**config.mk**
```make
export PLATFORM = sky130hd
export DESIGN_NAME = irq_pending_latch_flat
export DESIGN_NICKNAME = d
export VERILOG_FILES = /design/src/rtl/irq_pending_latch_if.sv /design/src/rtl/irq_pending_latch.sv /design/src/flat_wrapper.sv
export SDC_FILE = /design/constraint.sdc
export NUM_CORES = 1
export LEC_CHECK = 0
export CORE_ASPECT_RATIO = 1.75
export CORE_MARGIN = 2
export CORE_UTILIZATION = 47
export DETAILED_ROUTE_END_ITERATION = 10
export PLACE_DENSITY = 0.82
export SLEW_MARGIN = 25
export SYNTH_ARGS = -nofsm -noshare
export SYNTH_HDL_FRONTEND = slang
export SYNTH_SLANG_ARGS = --single-unit
export TNS_END_PERCENT = 10
```
**constraint.sdc**
```tcl
create_clock -name clk -period 4.25 [get_ports clk]
set_input_delay 0.85 -clock clk [delete_from_list [all_inputs] [get_ports clk]]
set_output_delay 0.85 -clock clk [all_outputs]
set_load 0.02 [all_outputs]
```
**src/rtl/irq_pending_latch_if.sv**
```systemverilog
// -----------------------------------------------------------------------------
// irq_pending_latch_if
//
// Bundles the request-side and consumer-side signals of irq_pending_latch so
// the block and its environment connect through a single port.
//
// Signals
//   req_in    [7:0]  raw request lines, bit 7 highest priority
//   mask      [7:0]  per-line enable; 0 = held pending but not presented
//   irq_ack          consumer acknowledge of the presented request
//   lost_clr         clears the sticky overrun flags
//   pend_out  [7:0]  pending & mask, the priority encoder's input
//   irq_valid        a request is presented on irq_id
//   irq_id    [2:0]  index of the presented line
//   lost      [7:0]  sticky per-line overrun flags
//
// Modports
//   master  environment side: drives requests, mask, ack and lost_clr
//   slave   irq_pending_latch side: drives pend_out, irq_valid, irq_id, lost
// -----------------------------------------------------------------------------
`default_nettype none

interface irq_pending_latch_if;
    logic [7:0] req_in;
    logic [7:0] mask;
    logic       irq_ack;
    logic       lost_clr;
    logic [7:0] pend_out;
    logic       irq_valid;
    logic [2:0] irq_id;
    logic [7:0] lost;

    modport master (
        output req_in,
        output mask,
        output irq_ack,
        output lost_clr,
        input  pend_out,
        input  irq_valid,
        input  irq_id,
        input  lost
    );

    modport slave (
        input  req_in,
        input  mask,
        input  irq_ack,
        input  lost_clr,
        output pend_out,
        output irq_valid,
        output irq_id,
        output lost
    );
endinterface

`default_nettype wire

```
**src/rtl/irq_pending_latch.sv**
```systemverilog
// -----------------------------------------------------------------------------
// irq_pending_latch
//
// Request-capture stage in front of the 8-to-3 priority encoder. Requests on
// eight lines are captured (on a rising edge or on level) into pending bits.
// The masked pending vector is exported as the encoder input, and the block
// itself presents the highest-priority pending line through a valid/ack
// handshake, clearing each line once its ack is accepted.
//
// Parameters
//   EDGE_MODE  1 = capture on rising edge of req_in, overruns tracked in lost
//              0 = level capture, lost stays zero
//
// Ports
//   clk   rising-edge clock
//   rst   asynchronous, active-high reset; clears every register at once
//   bus   irq_pending_latch_if.slave
//           req_in, mask, irq_ack, lost_clr  (inputs)
//           pend_out, irq_valid, irq_id, lost (outputs)
// -----------------------------------------------------------------------------
`default_nettype none

module irq_pending_latch #(
    parameter bit EDGE_MODE = 1'b1
) (
    input  wire                        clk,
    input  wire                        rst,
    irq_pending_latch_if.slave         bus
);

    // -------------------------------------------------------------------------
    // Handshake states. Kept as plain constants so the encoding matches the
    // existing register maps that expose the state for debug.
    // -------------------------------------------------------------------------
    localparam logic [1:0] ST_IDLE  = 2'd0;
    localparam logic [1:0] ST_ISSUE = 2'd1;
    localparam logic [1:0] ST_GAP   = 2'd2;

    logic [1:0] state;
    logic [1:0] state_nxt;

    logic [7:0] req_q;       // previous sample of req_in
    logic [7:0] pending;     // captured, not yet serviced requests
    logic [7:0] lost_q;      // sticky overrun flags
    logic [2:0] irq_id_q;    // line currently (or most recently) presented

    logic [7:0] edge_vec;    // new requests seen this cycle
    logic [7:0] pend_out_c;  // pending bits eligible for presentation
    logic [2:0] sel_idx;     // highest set bit of pend_out_c
    logic       ack_accept;  // ack arriving while a request is presented
    logic [7:0] clr_vec;     // one-hot clear of the serviced line
    logic [7:0] ovr_vec;     // overruns detected this cycle

    // -------------------------------------------------------------------------
    // Request detection. In edge mode only a 0->1 transition counts; since
    // req_q resets to zero, a line already high at reset release is seen as a
    // rising edge on the first sampling clock.
    // -------------------------------------------------------------------------
    generate
        if (EDGE_MODE) begin : g_edge
            assign edge_vec = bus.req_in & ~req_q;
        end else begin : g_level
            assign edge_vec = bus.req_in;
        end
    endgenerate

    assign pend_out_c = pending & bus.mask;

    // -------------------------------------------------------------------------
    // Priority select: scanning upward lets the last hit, the highest set
    // bit, win.
    // -------------------------------------------------------------------------
    // NOTE: every signal written in an always_comb gets a default first, so no
    // path through the block can leave it unassigned and infer a latch.
    always_comb begin
        sel_idx = 3'd0;
        for (int i = 0; i < 8; i++) begin
            if (pend_out_c[i]) begin
                sel_idx = 3'(i);
            end
        end
    end

    // An ack only counts while the request is actually presented; in IDLE or
    // GAP it neither clears a bit nor moves the state machine.
    assign ack_accept = (state == ST_ISSUE) && bus.irq_ack;
    assign clr_vec    = ack_accept ? (8'h01 << irq_id_q) : 8'h00;

    // An overrun is a fresh edge on a line that is still pending and is not
    // being serviced this very cycle. A line cleared and re-requested in the
    // same cycle simply stays pending, which is not a loss.
    generate
        if (EDGE_MODE) begin : g_ovr
            assign ovr_vec = edge_vec & pending & ~clr_vec;
        end else begin : g_no_ovr
            assign ovr_vec = 8'h00;
        end
    endgenerate

    // -------------------------------------------------------------------------
    // Next-state logic for the valid/ack handshake.
    // -------------------------------------------------------------------------
    always_comb begin
        state_nxt = state;
        case (state)
            ST_IDLE: begin
                if (pend_out_c != 8'h00) begin
                    state_nxt = ST_ISSUE;
                end
            end
            ST_ISSUE: begin
                if (ack_accept) begin
                    state_nxt = ST_GAP;
                end
            end
            // One idle cycle after service so pend_out reflects the clear
            // before the next selection is made.
            ST_GAP: begin
                state_nxt = ST_IDLE;
            end
            default: begin
                state_nxt = ST_IDLE;
            end
        endcase
    end

    // -------------------------------------------------------------------------
    // State registers.
    // -------------------------------------------------------------------------
    // NOTE: sequential state is updated with non-blocking assignments so every
    // register samples the pre-edge values of the others.
    always_ff @(posedge clk or posedge rst) begin
        if (rst) begin
            state    <= ST_IDLE;
            req_q    <= 8'h00;
            pending  <= 8'h00;
            lost_q   <= 8'h00;
            irq_id_q <= 3'd0;
        end else begin
            state   <= state_nxt;
            req_q   <= bus.req_in;

            // Set is applied after clear so a request arriving on the line
            // being serviced survives.
            pending <= (pending & ~clr_vec) | edge_vec;

            // Overrun is applied after lost_clr so a loss in the clearing
            // cycle is not dropped.
            lost_q  <= (bus.lost_clr ? 8'h00 : lost_q) | ovr_vec;

            // irq_id is captured only when leaving IDLE and then held, so
            // mask changes and later higher-priority requests cannot alter
            // the request already presented.
            if (state == ST_IDLE && pend_out_c != 8'h00) begin
                irq_id_q <= sel_idx;
            end
        end
    end

    // -------------------------------------------------------------------------
    // Outputs. irq_valid decodes the state register directly, so it drops
    // together with the asynchronous reset.
    // -------------------------------------------------------------------------
    assign bus.pend_out  = pend_out_c;
    assign bus.irq_valid = (state == ST_ISSUE);
    assign bus.irq_id    = irq_id_q;
    assign bus.lost      = lost_q;

endmodule

`default_nettype wire

```
**src/flat_wrapper.sv**
```systemverilog
// flat-port wrapper written by rule: the top's interface ports become plain ports
module irq_pending_latch_flat 
#(
    parameter bit EDGE_MODE = 1'b1
)
  (clk, rst, bus_req_in, bus_mask, bus_irq_ack, bus_lost_clr, bus_pend_out, bus_irq_valid, bus_irq_id, bus_lost);
  irq_pending_latch_if bus_i ();
  input  wire clk;
  input  wire rst;
  input wire logic [$bits(bus_i.req_in)-1:0] bus_req_in;
  input wire logic [$bits(bus_i.mask)-1:0] bus_mask;
  input wire logic [$bits(bus_i.irq_ack)-1:0] bus_irq_ack;
  input wire logic [$bits(bus_i.lost_clr)-1:0] bus_lost_clr;
  output wire logic [$bits(bus_i.pend_out)-1:0] bus_pend_out;
  output wire logic [$bits(bus_i.irq_valid)-1:0] bus_irq_valid;
  output wire logic [$bits(bus_i.irq_id)-1:0] bus_irq_id;
  output wire logic [$bits(bus_i.lost)-1:0] bus_lost;
  assign bus_i.req_in = bus_req_in;
  assign bus_i.mask = bus_mask;
  assign bus_i.irq_ack = bus_irq_ack;
  assign bus_i.lost_clr = bus_lost_clr;
  assign bus_pend_out = bus_i.pend_out;
  assign bus_irq_valid = bus_i.irq_valid;
  assign bus_irq_id = bus_i.irq_id;
  assign bus_lost = bus_i.lost;
  irq_pending_latch #(.EDGE_MODE(EDGE_MODE)) u_core (.clk(clk), .rst(rst), .bus(bus_i));
endmodule
```
==> metrics, run 1 <==
status=finished, final reports clean; met1 usage=0.225; RSZ-0062 raised after global routing=no; 1st-iter DRT viols=between 50 and 60; WL/cell=around 15 um; global route overflow=0; synth warn=0; CP cell instances=clkdlybuf4s50_1, nand2_1, inv_1, clkdlybuf4s50_1; DRT Pass-1 Iters=4; synth top area cells=dfrtp_1 (62%), nand2b_1 (5.3%), inv_1 (5.1%); largest stage delay on the critical path=610 ps; Seq pwr share=0.403; Req. time, crit path=around 3400 ps; Initial Util=0.483; Yosys reg bits=29; Clock power frac=0.235; pwr dens=561 nW/um^2; largest net degree at the start of global routing=30; Clk pin slew, worst setup/hold paths=around 50 ps; crit-path max FO=3; Area growth syn-to-layout=43.1%; vias post-DR=913; CTS buffer count=5; EDFF count, synth=0; Max-slew headroom=0.612; PortBufs=39; CTS Root Cell=clkbuf_8; htree depth=2; number of library cell types mapped by synthesis=22; Gate power share=0.361; GPL Wtd Cong=~0.8; antenna-violating nets left=0; io pins=40; kind of end point of the critical path=output port; maximum root-to-sink buffer count=2; Via-to-Cell Ratio=5.19; Diodes inserted=0; total clock sinks=29; # DRC=0; Cells after Synth=105; Synth area leader=dfrtp_1; busiest layer in global routing=met2; Min Clock Period, post-route=approximately 3000 ps; total power=943 uW; antenna violations before repair=0; met3 usage=0.0698; worst skew pair latency=280 ps; Startpoint Class=primary input; CTS tree=yes; sw power=between 300 and 400 uW; die area=around 2900 um^2; Core Area=~2400 um^2; Synth top area share=0.618; Setup Buffers After CTS=0; Die Y=70.1 um; Die W=41.8 um; sw frac=0.333; # rows=24; layout cells sized above 1=0.120; Worst Max-Slew Pin Slew=581 ps; Lkg Pwr=0.739 nW; Int Pwr=629 uW; met2 Track Usage GR=0.372; Mapped Avg Cell Area=about 11 um^2; Final Hold Viols=0; Max IR drop VDD=between 300 and 400 uV; dpl hpwl=~2000 um; critical path class=primary input to output port; WL final=approximately 2700 um; Slew Viols, Final=0; most frequent cells after synthesis=dfrtp_1 (29), inv_1 (16), nand2_1 (16); Synth Cell Area=between 1000 and 1500 um^2; Worst EP arrival=2110 ps; leading register cell type out of synthesis=dfrtp_1; Nets=170; post-synthesis async set-or-reset flop share=1.00; period utilization=0.696; CTS resizes=0; Max Clk Rate=around 340 MHz; Syn Nets=between 100 and 150; count leader, synth=dfrtp_1; first-pass GRT wire length=roughly 4600 um; setup TNS=0 ps; Hold/Removal Path Class=flop to flop; Setup violations, final=0; most frequent CP cell=clkdlybuf4s50_1; Max-cap violations=0; Post-CTS Hold Buffers=0; Overall Global Routing Usage=0.219; post-synthesis sequential area ratio=0.618; clock skew=6.35 ps; Core Util, Final=0.690; vias in the first global route=between 900 and 1000; Crit-path slowest cell=clkdlybuf4s50_1
==> through the flow <==
stage	setup slack [ps]	instances	hold slack, ps	instance area, um^2
final	1290	176	515	1680
after global routing	1240	176	548	1680
after CTS	1290	176	520	1680
after detailed placement	1290	169	502	1590
after global placement	1290	169	501	1590
after floorplan	2310	105	469	1170
==> state kept, by name (all words and copies together) (netlist names) <==
register           cells
u_core.bus.irq_id      3
u_core.bus.lost        8
u_core.pending         8
u_core.req_q           8
u_core.state           2
==> placed cells by master, fill, tap and decap left out <==
master	Yosys	final
o31ai_1	2	2
and3b_1	1	1
nor2b_1	1	1
and2_2	2	2
nand2_1	16	16
and2_4	1	1
mux2i_1	1	1
dfrtp_1	29	29
a21oi_1	1	1
a311oi_4	1	1
clkbuf_8	0	6
nand2_2	1	1
nor2_2	2	2
inv_1	16	15
and4_4	1	1
nand2b_1	10	10
clkbuf_1	0	1
mux2_4	2	2
inv_2	0	1
a21o_2	1	1
o21ai_0	6	6
o311ai_0	1	1
o221ai_1	1	1
o22ai_1	8	8
clkdlybuf4s50_1	0	39
==> critical path: cells and delay by family <==
kind / cells / cell delay [ps]
buffers and inverters: 3 / 1180
AND/OR/NAND/NOR: 1 / 90
==> power by group through the flow <==
stage | combinational, mW | sequential [mW] | clock [mW]
after CTS | 0.344 | 0.381 | 0.227
after detailed placement | 0.341 | 0.386 | 0
final | 0.341 | 0.380 | 0.222
after global routing | 0.368 | 0.390 | 0.238
after floorplan | 0.166 | 0.407 | 0
after global placement | 0.333 | 0.379 | 0
==> final cells by class <==
cell class	count	area, um^2
clock buffer	7	86.3
tap	26	32.5
sequential	29	726
timing repair buffer	39	390
fill	187	753
inverter	16	60.1
multi-input combinational	59	384
==> layer usage <==
metal | vias up | wire, um
li1 | 437 | -
met3 | 7 | 134
met5 | - | 0
met4 | 0 | 91
met1 | 440 | 912
met2 | 29 | 1540
==> final timing paths <==
path	from	to	slack (ps)	cells after the start
worst max-delay path	bus_mask[5]	bus_pend_out[5]	1290	4
worst min-delay path	u_core.req_q[2]	u_core.pending[2]	520	2
worst max register to register	u_core.state[1]	u_core.bus.lost[0]	2780	4
worst min register to register	u_core.req_q[2]	u_core.pending[2]	520	2
max in group asynchronous	rst	u_core.bus.lost[7]	2910	2
min in group asynchronous	rst	u_core.req_q[0]	950	2
==> kinds of logic after synthesis <==
family          after synthesis  synth area share
simple gates                 35             0.163
flops                        29             0.618
compound gates               21             0.130
buf+inv                      17            0.0544
mux                           3            0.0341
No activity file was read; power rests on OpenSTA's default activity.
==> run 2: changes to the inputs <==
--- a/config.mk
+++ b/config.mk
@@ -7,9 +7,9 @@
 export LEC_CHECK = 0
 export CORE_ASPECT_RATIO = 1.75
 export CORE_MARGIN = 2
-export CORE_UTILIZATION = 47
+export CORE_UTILIZATION = 44
 export DETAILED_ROUTE_END_ITERATION = 10
-export PLACE_DENSITY = 0.82
+export PLACE_DENSITY = 0.78
 export SLEW_MARGIN = 25
 export SYNTH_ARGS = -nofsm -noshare
 export SYNTH_HDL_FRONTEND = slang
==> constraint.sdc (replaced) <==
create_clock -name clk -period 2.8 [get_ports clk]
set_input_delay 0.56 -clock clk [delete_from_list [all_inputs] [get_ports clk]]
set_output_delay 0.56 -clock clk [all_outputs]
set_load 0.02 [all_outputs]
==> metrics, run 2 (synthesized netlist as in run 1, its figures left out) <==
Clk pin slew, worst setup/hold paths=50 ps (about the same); worst skew pair latency=270 ps (about the same); Req. time, crit path=2240 ps (-1160 ps); worst reg2reg startpoint=u_core.pending[6]; CP top delay family=buffers and inverters; clock skew=1.73 ps (-4.61 ps); htree depth=2 (unchanged); sw frac=0.336 (+0.00247); io pins=40 (unchanged); WL final=2490 um (-6.9%); top routing layer used=met4; global route overflow=0 (unchanged); vias in the first global route=968 (-1.4%); sw power=466 uW (+49%); worst r2r dst=u_core.bus.irq_id[1]; most frequent cells in the layout=clkdlybuf4s50_1 (39), dfrtp_1 (29), nand2_1 (16), inv_1 (16), nand2b_1 (10); Hold/Removal Path Class=flop to flop; crit path to=bus_pend_out[3]; Max Clk Rate=~420 MHz; pwr dens=830 nW/um^2 (+48%); Via-to-Cell Ratio=5.17 (-0.33%); maximum root-to-sink buffer count=2 (unchanged); layout cells sized above 1=0.120 (unchanged); met2 WL=1350 um (-12%); crit-path max FO=3 (unchanged); # rows=24 (unchanged); CP startpoint=bus_mask[3]; DP Cell Count=170 (+0.59%); CTS resizes=0 (unchanged); largest net degree at the start of global routing=30 (unchanged); Gate power share=0.369 (+0.008); DRT Pass-1 Iters=4 (unchanged); Lkg Pwr=0.741 nW (+0.19%); CTS tree=yes; Die W=43.0 um (+3.0%); # DRC=0 (unchanged); Core Area=2520 um^2 (+3.7%); period utilization=0.847; met1 WL=964 um (+5.7%); metal3 WL=125 um (-6.7%); GPL Wtd Cong=0.883 (+7.4%); Initial Util=0.465 (-0.0172); Min Clock Period, post-route=approximately 2400 ps; 1st-iter DRT viols=21 (-59%); critical path class=primary input to output port; Worst EP arrival=1810 ps (-300 ps); dpl hpwl=1960 um (-3.0%); vias post-DR=910 (-0.33%); Clock power frac=0.218 (-0.017); Die Y=72.3 um (+3.2%); CTS Root Cell=clkbuf_8; worst reg2reg path depth=4 (unchanged); commonest non-fill, non-tap cell in the layout=clkdlybuf4s50_1; RSZ-0062 raised after global routing=no; WL/cell=14.1 um (-6.9%); Max-slew headroom=0.747 (+0.134); Multi-input gate area=384 um^2 (unchanged); Seq pwr share=0.413 (+0.010); first-pass GRT wire length=4300 um (-6.6%); CTS buffer count=5 (unchanged); Buffers & Inverters on Critical Path=2 (-1); Nets=171 (+0.59%); CP cell instances=clkdlybuf4s50_1, and2_2, clkdlybuf4s50_1; Setup Buffers After CTS=0 (unchanged); Post-CTS Hold Buffers=0 (unchanged); non-filler instance count after layout=176 (unchanged); antenna violations before repair=0 (unchanged); setup TNS=0 ps (unchanged); most frequent CP cell=clkdlybuf4s50_1; Slew Viols, Final=0 (unchanged); Worst Max-Slew Pin Slew=380 ps (-201 ps); largest stage delay on the critical path=610 ps (about the same); FF/Latch Area=726 um^2 (unchanged); Layout fillers=211 (+13%); PortBufs=39 (unchanged); total clock sinks=29 (unchanged); PnR worst setup slack=428 ps (-863 ps); Worst R2R Setup Slack=1370 ps (-1410 ps); Crit-path slowest cell=clkdlybuf4s50_1; antenna-violating nets left=0 (unchanged); Crit path depth=3 (-1); kind of end point of the critical path=output port; Diodes inserted=0 (unchanged); die area=3110 um^2 (+6.3%); Final Hold Viols=0 (unchanged); Max-cap violations=0 (unchanged); Area growth syn-to-layout=42.6%; Startpoint Class=primary input; status=finished, final reports clean; Setup violations, final=0 (unchanged); Int Pwr=924 uW (+47%); Overall Global Routing Usage=0.185 (-0.0336); Max IR drop VDD=490 uV (+28%); dpl ws=426 ps (-866 ps)
-- run 2: changes by cell type in the layout (fill, tap and decap cells not counted), sizes merged --
cell / previous run / this run
clkinv: 0 / 1
buf: 0 / 1
clkbuf: 7 / 5
-- run 2: cell type report --
type / instances / share of cell area
inverter: 16 / 0.0359
multi-input combinational: 59 / 0.229
tap: 26 / 0.0194
clock buffer: 5 / 0.0411
timing repair buffer: 40 / 0.238
clock inverter: 1 / 0.00299
sequential: 29 / 0.433
-- run 2: worst min path at each step --
stage                                  from                end  slack, ps  depth (start not counted)
final                       u_core.req_q[3]  u_core.pending[3]        520                          2
after floorplan           u_core.pending[0]  u_core.pending[0]        470                          2
after global placement      u_core.req_q[3]  u_core.pending[3]        500                          2
after global routing        u_core.req_q[2]  u_core.pending[2]        540                          2
after CTS                   u_core.req_q[7]  u_core.pending[7]        520                          2
after detailed placement  u_core.pending[1]  u_core.pending[1]        510                          2
-- run 2: power by group through the flow --
stage | registers (mW) | clock network [mW] | logic [mW]
2_1_floorplan | 0.618 | 0 | 0.252
3_3_place_gp | 0.579 | 0 | 0.507
3_5_place_dp | 0.582 | 0 | 0.516
4_1_cts | 0.575 | 0.312 | 0.520
5_1_grt | 0.588 | 0.331 | 0.553
6_report | 0.574 | 0.303 | 0.513
-- run 2: per-layer routing --
| metal | track usage | vias up |
|---|---|---|
| met5 | 0 | - |
| met4 | 0.0808 | 0 |
| met3 | 0.0473 | 7 |
| met2 | 0.328 | 26 |
| met1 | 0.204 | 437 |
| li1 | - | 440 |
-- run 2: through the flow --
stage / power (mW) / hold WS [ps] / instance area [um^2] / util
finish: 1.39 / 516 / 1670 / 0.664
global route: 1.47 / 541 / 1670 / 0.664
CTS: 1.41 / 521 / 1670 / 0.664
detailed placement: 1.10 / 512 / 1600 / 0.634
global placement: 1.09 / 497 / 1600 / 0.634
floorplan: 0.870 / 469 / 1170 / -
-- run 2: worst min-delay path, stage by stage (launching register included) --
cell and delay (ps):
dfrtp_1 320, nand2b_1 110, nand2_1 50
==> RTL change, RTL diff (settings of run 2) <==
Register the output `bus.irq_valid`; this adds one clock of latency there.
--- a/src/rtl/irq_pending_latch.sv
+++ b/src/rtl/irq_pending_latch.sv
@@ -163,5 +163,7 @@
     // -------------------------------------------------------------------------
     assign bus.pend_out  = pend_out_c;
-    assign bus.irq_valid = (state == ST_ISSUE);
+    always_ff @(posedge clk) begin
+        bus.irq_valid <= (state == ST_ISSUE);
+    end
     assign bus.irq_id    = irq_id_q;
     assign bus.lost      = lost_q;
Behaviour: not the same (Yosys sat finds a counterexample within 4 cycles, from zero or initial values and one cycle with rst high).
==> RTL change against run 2 <==
Design area grew 1.5%. Power grew 3.3%. Sequential cell count grew 1. Register-to-register slack lost 30 ps. Highest routed layer unchanged. Global-route usage grew 1.9 points. Routed wire length grew 8.7%. Non-clock buffer count is the same. Core utilization shrank 1.7 points. Cell count grew 2.3%. Worst setup slack lost 13 ps. Largest cell class unchanged. Area after synthesis grew 1.5%.
==> RTL change: results (changes against run 2) <==
[critical_path]
endpoint=bus_pend_out[5]
cp.arrival_ps=1830  ; +20 ps
reg2reg_slack_ps=1340  ; -30 ps
slowest_delay_ps=610  ; about the same
critPathLaunch=bus_mask[5]
reg2reg_from=u_core.pending[1]$_DFF_PP0_

[power_and_ir_drop]
peakVddDrop_v=0.000568  ; +16%
p_leak_nw=0.749  ; +1.1%

[logic_synthesis]
ys.flop_type=dfrtp_1
muxShareOfSynthArea_pct=3.36  ; -0.050 points
synth_compound_area_share_pct=12.8  ; -0.19 points
netlist_instances=106  ; +0.95%
synthTopCellsByArea=dfrtp_1, nand2b_1, inv_1, nand2_1, o22ai_1
yosysUniqueCellTypes=24  ; +9.1%
synth_nets=126  ; +0.80%
synthArstFlopShare_pct=96.7  ; -3.3 points
yosysSeqAreaShare_pct=62.6  ; +0.77 points
yosys_warnings=0  ; unchanged
synth-xor-area-share_pct=0  ; unchanged

[clocking]
cts_resized=0  ; unchanged
postCtsSetupBuffers=0  ; unchanged
clk_pin_slew_worst_paths_ps=60
cts_buffers=5  ; unchanged

[grt]
grt_util_met1_pct=21.1  ; +0.75 points
grtUsageMet2_pct=34.3  ; +1.5 points
grt_pass1_vias=987  ; +2.0%
grtUsageTotal_pct=20.4  ; +1.9 points
grt_max_degree=30  ; unchanged
grt_pass1_wl_um=4530  ; +5.5%
grt_use_met3_pct=7.18  ; +2.5 points

[drt]
dr_wl_met2_um=1480  ; +9.9%
met1Wirelength_um=1040  ; +7.5%
vias=927  ; +1.9%
wl_um=2710  ; +8.7%
top_layer=met4
dr_wl_met3_um=135  ; +8.0%
drt_iter0_drc=16  ; -24%

[hold_path]
worstHoldStart=u_core.req_q[4]$_DFF_PP0_
hold_path_end=u_core.pending[4]$_DFF_PP0_

[run_status]
outcome=complete, no violations

[finish]
regArea_sq_um=746  ; +2.8%
layout-drive-gt1-share_pct=10.5  ; -1.5 points
stdcell_count=180  ; +2.3%
fillers=240  ; +14%

[timing]
maxSlewHeadroom_pct=73.4  ; -1.2 points
fin_ws_ps=414  ; -13.3 ps
fin_skew_ps=6.15  ; +4.42 ps
hold_slack_ps=512  ; -4.53 ps

[placement]
pre_cts_slack_ps=403  ; -23.1 ps
dp_hpwl_um=2110  ; +7.3%
place_inst=172  ; +1.2%
port_buffers=39  ; unchanged
gp_congestion=0.754  ; -15%
placed_area_sq_um=1620  ; +1.2%

## RTL change: cell count changes after synthesis, sizes merged
cell and delta:
dfxtp +1
## RTL change: worst reg2reg max path, stage by stage (launching register included)
cell and delay, ps:
dfrtp_1 360, and2_4 170, nor2_2 60, a311oi_4 430
mux2_4 340
## RTL change: final cells by class
class	count	share of cell area [%]
sequential	30	43.9
timing repair buffer	40	23.4
multi-input combinational	59	22.5
clock buffer	8	4.71
inverter	16	3.53
tap	27	1.99
## RTL change: cell families (layout without fill, tap and decap cells)
| logic type | count (synthesis) | count (layout) |
|---|---|---|
| AOI/OAI and AO/OA | 21 | 21 |
| buffers and inverters | 17 | 64 |
| DFF | 30 | 30 |
| muxes | 3 | 3 |
| and+or+nand+nor | 35 | 35 |
## RTL change: power by group
group | total, mW | internal, mW | switching (mW)
clock network | 0.323 | 0.176 | 0.147
registers | 0.600 | 0.528 | 0.0724
logic | 0.512 | 0.253 | 0.259
